## src/rtl/stdp_rule.sv

```systemverilog
// stdp_rule: pair-based STDP learning endpoint for a single synapse.
// Pre/post interval counters implement nearest-neighbour pairing.
// Stage 1 captures a paired event (LTP or LTD) together with its interval.
// Stage 2 applies a shift-decayed amplitude to the weight and clamps the result.
module stdp_rule #(
    parameter int WEIGHT_W  = 8,
    parameter int TIME_W    = 6,
    parameter int WINDOW    = 32,
    parameter int TAU_SHIFT = 2,
    parameter int A_PLUS    = 16,
    parameter int A_MINUS   = 16,
    parameter int W_INIT    = 128,
    parameter int W_MAX     = 255
) (
    input  logic                clk,
    input  logic                rst,
    input  logic                pre_spike,
    input  logic                post_spike,
    input  logic                learn_en,
    input  logic                w_load,
    input  logic [WEIGHT_W-1:0] w_load_val,
    output logic [WEIGHT_W-1:0] weight,
    output logic                update_valid,
    output logic                update_ltp,
    output logic [TIME_W-1:0]   last_dt
);

    localparam logic [TIME_W-1:0]   WIN_C     = TIME_W'(WINDOW);
    localparam logic [TIME_W:0]     WIN_X     = (TIME_W+1)'(WINDOW);
    localparam logic [WEIGHT_W-1:0] W_INIT_C  = WEIGHT_W'(W_INIT);
    localparam logic [WEIGHT_W-1:0] W_MAX_C   = WEIGHT_W'(W_MAX);
    localparam logic [WEIGHT_W:0]   W_MAX_X   = (WEIGHT_W+1)'(W_MAX);
    localparam logic [WEIGHT_W-1:0] A_PLUS_C  = WEIGHT_W'(A_PLUS);
    localparam logic [WEIGHT_W-1:0] A_MINUS_C = WEIGHT_W'(A_MINUS);

    // Next value of an interval counter: a spike restarts it, otherwise it
    // counts up and parks at WINDOW so that stale spikes never pair.
    function automatic logic [TIME_W-1:0] cnt_next(input logic spike,
                                                   input logic [TIME_W-1:0] cnt);
        if (spike) begin
            return {TIME_W{1'b0}};
        end else if (cnt < WIN_C) begin
            return cnt + {{(TIME_W-1){1'b0}}, 1'b1};
        end else begin
            return WIN_C;
        end
    endfunction

    // Exponential decay approximated by a right shift of the amplitude;
    // shifting by the full width or more yields zero.
    function automatic logic [WEIGHT_W-1:0] decay_delta(input logic [WEIGHT_W-1:0] amp,
                                                        input logic [TIME_W-1:0]   dt);
        logic [31:0] sh;
        sh = 32'(dt >> TAU_SHIFT);
        if (sh >= 32'(WEIGHT_W)) begin
            return {WEIGHT_W{1'b0}};
        end else begin
            return amp >> sh;
        end
    endfunction

    logic [TIME_W-1:0]   pre_cnt_r;
    logic [TIME_W-1:0]   post_cnt_r;
    logic                s1_valid_r;
    logic                s1_ltp_r;
    logic [TIME_W-1:0]   s1_dt_r;
    logic [WEIGHT_W-1:0] weight_r;
    logic                update_valid_r;
    logic                update_ltp_r;
    logic [TIME_W-1:0]   last_dt_r;

    logic [TIME_W:0]     pre_dt_s;
    logic [TIME_W:0]     post_dt_s;
    logic                cap_ltp_s;
    logic                cap_ltd_s;
    logic [WEIGHT_W-1:0] delta_s;
    logic [WEIGHT_W:0]   sum_s;
    logic [WEIGHT_W:0]   diff_s;
    logic [WEIGHT_W-1:0] w_next_s;

    // Pair detection: interval to the most recent opposite spike and event capture.
    always_comb begin
        pre_dt_s  = {1'b0, pre_cnt_r}  + {{TIME_W{1'b0}}, 1'b1};
        post_dt_s = {1'b0, post_cnt_r} + {{TIME_W{1'b0}}, 1'b1};
        cap_ltp_s = 1'b0;
        cap_ltd_s = 1'b0;
        if (learn_en && post_spike && !pre_spike) begin
            cap_ltp_s = (pre_dt_s < WIN_X);
        end else if (learn_en && pre_spike && !post_spike) begin
            cap_ltd_s = (post_dt_s < WIN_X);
        end else begin
            cap_ltp_s = 1'b0;
            cap_ltd_s = 1'b0;
        end
    end

    // Weight arithmetic with one guard bit so neither clamp can wrap.
    always_comb begin
        delta_s  = decay_delta(s1_ltp_r ? A_PLUS_C : A_MINUS_C, s1_dt_r);
        sum_s    = {1'b0, weight_r} + {1'b0, delta_s};
        diff_s   = {1'b0, weight_r} - {1'b0, delta_s};
        w_next_s = weight_r;
        if (s1_ltp_r) begin
            w_next_s = (sum_s > W_MAX_X) ? W_MAX_C : sum_s[WEIGHT_W-1:0];
        end else begin
            w_next_s = diff_s[WEIGHT_W] ? {WEIGHT_W{1'b0}} : diff_s[WEIGHT_W-1:0];
        end
    end

    // Interval counters: restart on own spike, saturate at WINDOW.
    always_ff @(posedge clk or posedge rst) begin
        if (rst) begin
            pre_cnt_r  <= WIN_C;
            post_cnt_r <= WIN_C;
        end else begin
            pre_cnt_r  <= cnt_next(pre_spike, pre_cnt_r);
            post_cnt_r <= cnt_next(post_spike, post_cnt_r);
        end
    end

    // Stage 1: register a captured event; a weight load squashes it.
    always_ff @(posedge clk or posedge rst) begin
        if (rst) begin
            s1_valid_r <= 1'b0;
            s1_ltp_r   <= 1'b0;
            s1_dt_r    <= {TIME_W{1'b0}};
        end else begin
            s1_valid_r <= (cap_ltp_s || cap_ltd_s) && !w_load;
            if (cap_ltp_s) begin
                s1_ltp_r <= 1'b1;
                s1_dt_r  <= pre_dt_s[TIME_W-1:0];
            end else if (cap_ltd_s) begin
                s1_ltp_r <= 1'b0;
                s1_dt_r  <= post_dt_s[TIME_W-1:0];
            end else begin
                s1_ltp_r <= s1_ltp_r;
                s1_dt_r  <= s1_dt_r;
            end
        end
    end

    // Stage 2: apply the update to the weight, or take a direct load instead.
    always_ff @(posedge clk or posedge rst) begin
        if (rst) begin
            weight_r       <= W_INIT_C;
            update_valid_r <= 1'b0;
            update_ltp_r   <= 1'b0;
            last_dt_r      <= {TIME_W{1'b0}};
        end else if (w_load) begin
            weight_r       <= w_load_val;
            update_valid_r <= 1'b0;
        end else if (s1_valid_r) begin
            weight_r       <= w_next_s;
            update_valid_r <= 1'b1;
            update_ltp_r   <= s1_ltp_r;
            last_dt_r      <= s1_dt_r;
        end else begin
            update_valid_r <= 1'b0;
        end
    end

    assign weight       = weight_r;
    assign update_valid = update_valid_r;
    assign update_ltp   = update_ltp_r;
    assign last_dt      = last_dt_r;

endmodule

```

## config.mk

```make
export PLATFORM = sky130hd
export DESIGN_NAME = stdp_rule
export DESIGN_NICKNAME = d
export VERILOG_FILES = /design/src/rtl/stdp_rule.sv
export SDC_FILE = /design/constraint.sdc
export NUM_CORES = 1
export LEC_CHECK = 0
export CORE_ASPECT_RATIO = 1.25
export CORE_MARGIN = 2
export CORE_UTILIZATION = 50
export DETAILED_ROUTE_END_ITERATION = 10
export DONT_BUFFER_PORTS = 1
export MAX_ROUTING_LAYER = met4
export PLACE_DENSITY_LB_ADDON = 0.2
export SYNTH_ARGS = -nofsm -noshare
export SYNTH_HDL_FRONTEND = slang
export SYNTH_SLANG_ARGS = --single-unit
```

## constraint.sdc

```tcl
create_clock -name clk -period 3.15 [get_ports clk]
set_input_delay 0.315 -clock clk [delete_from_list [all_inputs] [get_ports clk]]
set_output_delay 0.315 -clock clk [all_outputs]
set_load 0.01 [all_outputs]
```

==> results by group <==
Worst hold path
  – Hold Crit Class: input port to flip-flop

Synth
  – Number of library cell types mapped by synthesis: 57
  – Synth top area share: 0.369
  – Number of flops mapped to enable cells by yosys: 0
  – Flip-flop and latch count after synthesis: 36
  – Top cells by area, synth: dfrtp_1 37%, ha_1 7.8%, nand2_1 4.5%
  – Syn_area_per_cell: 9.36 um2
  – Synth warn: 0
  – Register area share after synthesis: 0.405
  – Post-Syn Area: 0.00224 mm2
  – Top FF cell, synth: dfrtp_1
  – Mapped Nets: 269
  – Post-Syn Instances: 239
  – Asr flop ratio synth: 1.00
  – Leading area contributor after synthesis: dfrtp_1

Cells and area
  – Net count, final: 269
  – Filler Cells Inserted: 389
  – Share of cells above drive strength 1: 0.104
  – Ant diodes: 0
  – Final instance area: 0.00241 mm2
  – Commonest non-fill, non-tap cell in the layout: dfrtp_1
  – P&R area growth vs syn: 7.89%
  – Commonest non-fill, non-tap cells in the layout: 33 x dfrtp_1, 27 x nand2_1, 20 x nor2_1

Setup path
  – Crit end category: flip-flop
  – CP Class: flip-flop to flip-flop
  – Type of origin of the critical path: flip-flop
  – Crit-path max FO: 7
  – Critical Path AT: 2.83 ns
  – Req. time, crit path: 3.31 ns

Clock tree
  – CTS root buf: clkbuf_8
  – Htree depth: 2
  – Clk slew on worst S/H paths: 0.08 ns
  – Clk buf depth: 2
  – CTS buffer count: 5
  – # clock sinks: 36
  – Post-CTS sizing: 0
  – Post-CTS setup buffers: 0
  – TritonCTS clock tree: yes
  – # hold bufs at CTS: 0
  – Clock latency on the worst-skew pair: 0.29 ns

Timing
  – Pins Over Slew Limit: 0
  – RSZ-0062 raised after global routing: no
  – Final Cycle Share: 0.848
  – Post-route worst setup slack: 0.478 ns
  – Worst slew pin tran: 1.04 ns
  – Setup TNS: 0 ns
  – Top achievable clock speed: 374 MHz
  – Endpoints failing setup: 0
  – Tmin final: 2.67 ns
  – Hold Vio Cnt, Final: 0
  – Final clock skew: 0.00290 ns
  – Hold Slack: 0.0461 ns
  – Worst rel slew slack: 0.307

Routing
  – Final wirelength: 4740 um
  – Highest routed metal layer: met4
  – WL per Instance: 15.9 um
  – Number of antenna-violating nets in the routed design: 0
  – Met2 Wirelength: 2650 um
  – Vias post-DR: 1,681
  – Drt pass-1 iters: 4
  – Vias/cell: 5.64
  – DR WL met3: 129 um
  – Met1 Wirelength: 1910 um
  – Post-route DRC: 0
  – DR iter-0 viols: 118

Place
  – Final GP Congestion: 0.921
  – Port bufs: 0
  – Post-DP HPWL: 3670 um
  – Dpl ws: 0.540 ns
  – Placed inst area: 0.00225 mm2

Pwr
  – Clock share of power: 0.392
  – Pwr/cell area: 603 mW/mm2
  – Sequential Power Share: 0.403
  – Int Power: 1.04 mW
  – Peak VDD IR: 0.313 mV
  – Combinational power share: 0.205
  – Leakage Power: 1.09 nW
  – Sw Ratio: 0.286
  – Net Switching: 0.416 mW

Floorplanning
  – DIE HEIGHT: 78.8 um
  – Starting density of the core: 0.513
  – Core outline area: 0.00436 mm2
  – I/O pin count: 30
  – Placement Rows: 27
  – Die ar.: 0.00503 mm2
  – Chip width: 63.8 um

Global routing
  – Largest net degree at the start of global routing: 29
  – Initial antenna violation count: 0
  – First-pass GRT wire length: 8000 um
  – GR Util All Layers: 0.212
  – Grt total ovfl: 0
  – Vias in the first global route: 1,719

Outcome
  – Run status: completed

Flow run
  – Maxcap violations: 0
[worst paths after layout]
kind	from	slack (ns)	depth (start not counted)	end
max in group asynchronous	rst	2.27	2	weight[0]
setup / recovery	s1_dt_r[3]	0.48	9	weight[6]
hold / removal	post_spike	0.05	1	post_cnt_r[5]
min in group asynchronous	rst	0.17	1	last_dt[1]
setup reg to reg	s1_dt_r[3]	0.48	9	weight[6]
hold reg to reg	s1_dt_r[0]	0.48	2	last_dt[0]
[cells in the mapped netlist, types with 3 or more instances]
cell type,count
dfrtp_1,33
nand2_1,27
nor2_1,20
a21oi_1,15
ha_1,14
inv_1,14
nand3_1,11
nor3_1,10
o21ai_0,9
xor2_1,7
xnor2_1,5
mux2i_1,4
nand2b_1,4
o211ai_1,4
a22oi_1,3
and2_1,3
dfstp_2,3
nor3b_1,3
[registers in the layout, indices dropped and copies added (netlist names)]
register      cells
s1_valid_r        1
pre_cnt_r         6
s1_dt_r           6
post_cnt_r        6
s1_ltp_r          1
weight            8
last_dt           6
update_ltp        1
update_valid      1
[power by group through the flow]
stage / Clock [mW] / Combinational (mW) / Sequential (mW)
6_report: 0.569 / 0.298 / 0.586
5_1_grt: 0.601 / 0.341 / 0.596
4_1_cts: 0.578 / 0.299 / 0.588
3_5_place_dp: 0 / 0.297 / 0.598
3_3_place_gp: 0 / 0.295 / 0.596
2_1_floorplan: 0 / 0.265 / 0.575
[area by class of cell]
type | count | area [um2] | share of cell area
Timing Repair Buffer | 1 | 7.51 | 0.00311
Sequential cell | 36 | 905 | 0.375
Clock inverter | 3 | 90.1 | 0.0373
Clock buffer | 5 | 68.8 | 0.0285
Tap cell | 58 | 72.6 | 0.0301
Multi-Input combinational cell | 179 | 1210 | 0.501
Inverter | 16 | 60.1 | 0.0249
[routing by layer]
layer	global-route usage	vias up
li1	-	837
met1	0.228	811
met2	0.396	28
met3	0.0368	5
met4	0.0587	0
met5	-	-
[worst max-delay path, stage by stage (launching register included)]
cell,delay (ns)
dfrtp_1,0.44
nor4_1,0.38
ha_1,0.22
inv_1,0.06
fa_1,0.41
a211o_2,0.31
o211ai_1,0.24
a21boi_0,0.18
o21ai_0,0.18
o311ai_1,0.12
[cell families (layout without fill, tap and decap cells)]
family          after synthesis  after routing  share of synthesized area
fa+ha+maj                    16             16                     0.0963
mux                           4              4                     0.0179
buf+inv                      24             25                     0.0548
xor+xnor                     12             12                     0.0470
simple gates                 92             92                      0.207
flops                        36             36                      0.405
compound gates               55             55                      0.172
[through the flow]
step / utilization / power, mW / std cells
after floorplan: - / 0.840 / 239
after global placement: 0.517 / 0.891 / 290
final: 0.554 / 1.45 / 298
after global routing: 0.554 / 1.54 / 298
after detailed placement: 0.517 / 0.894 / 290
after CTS: 0.554 / 1.47 / 298
(Power assumes the default switching activity.)
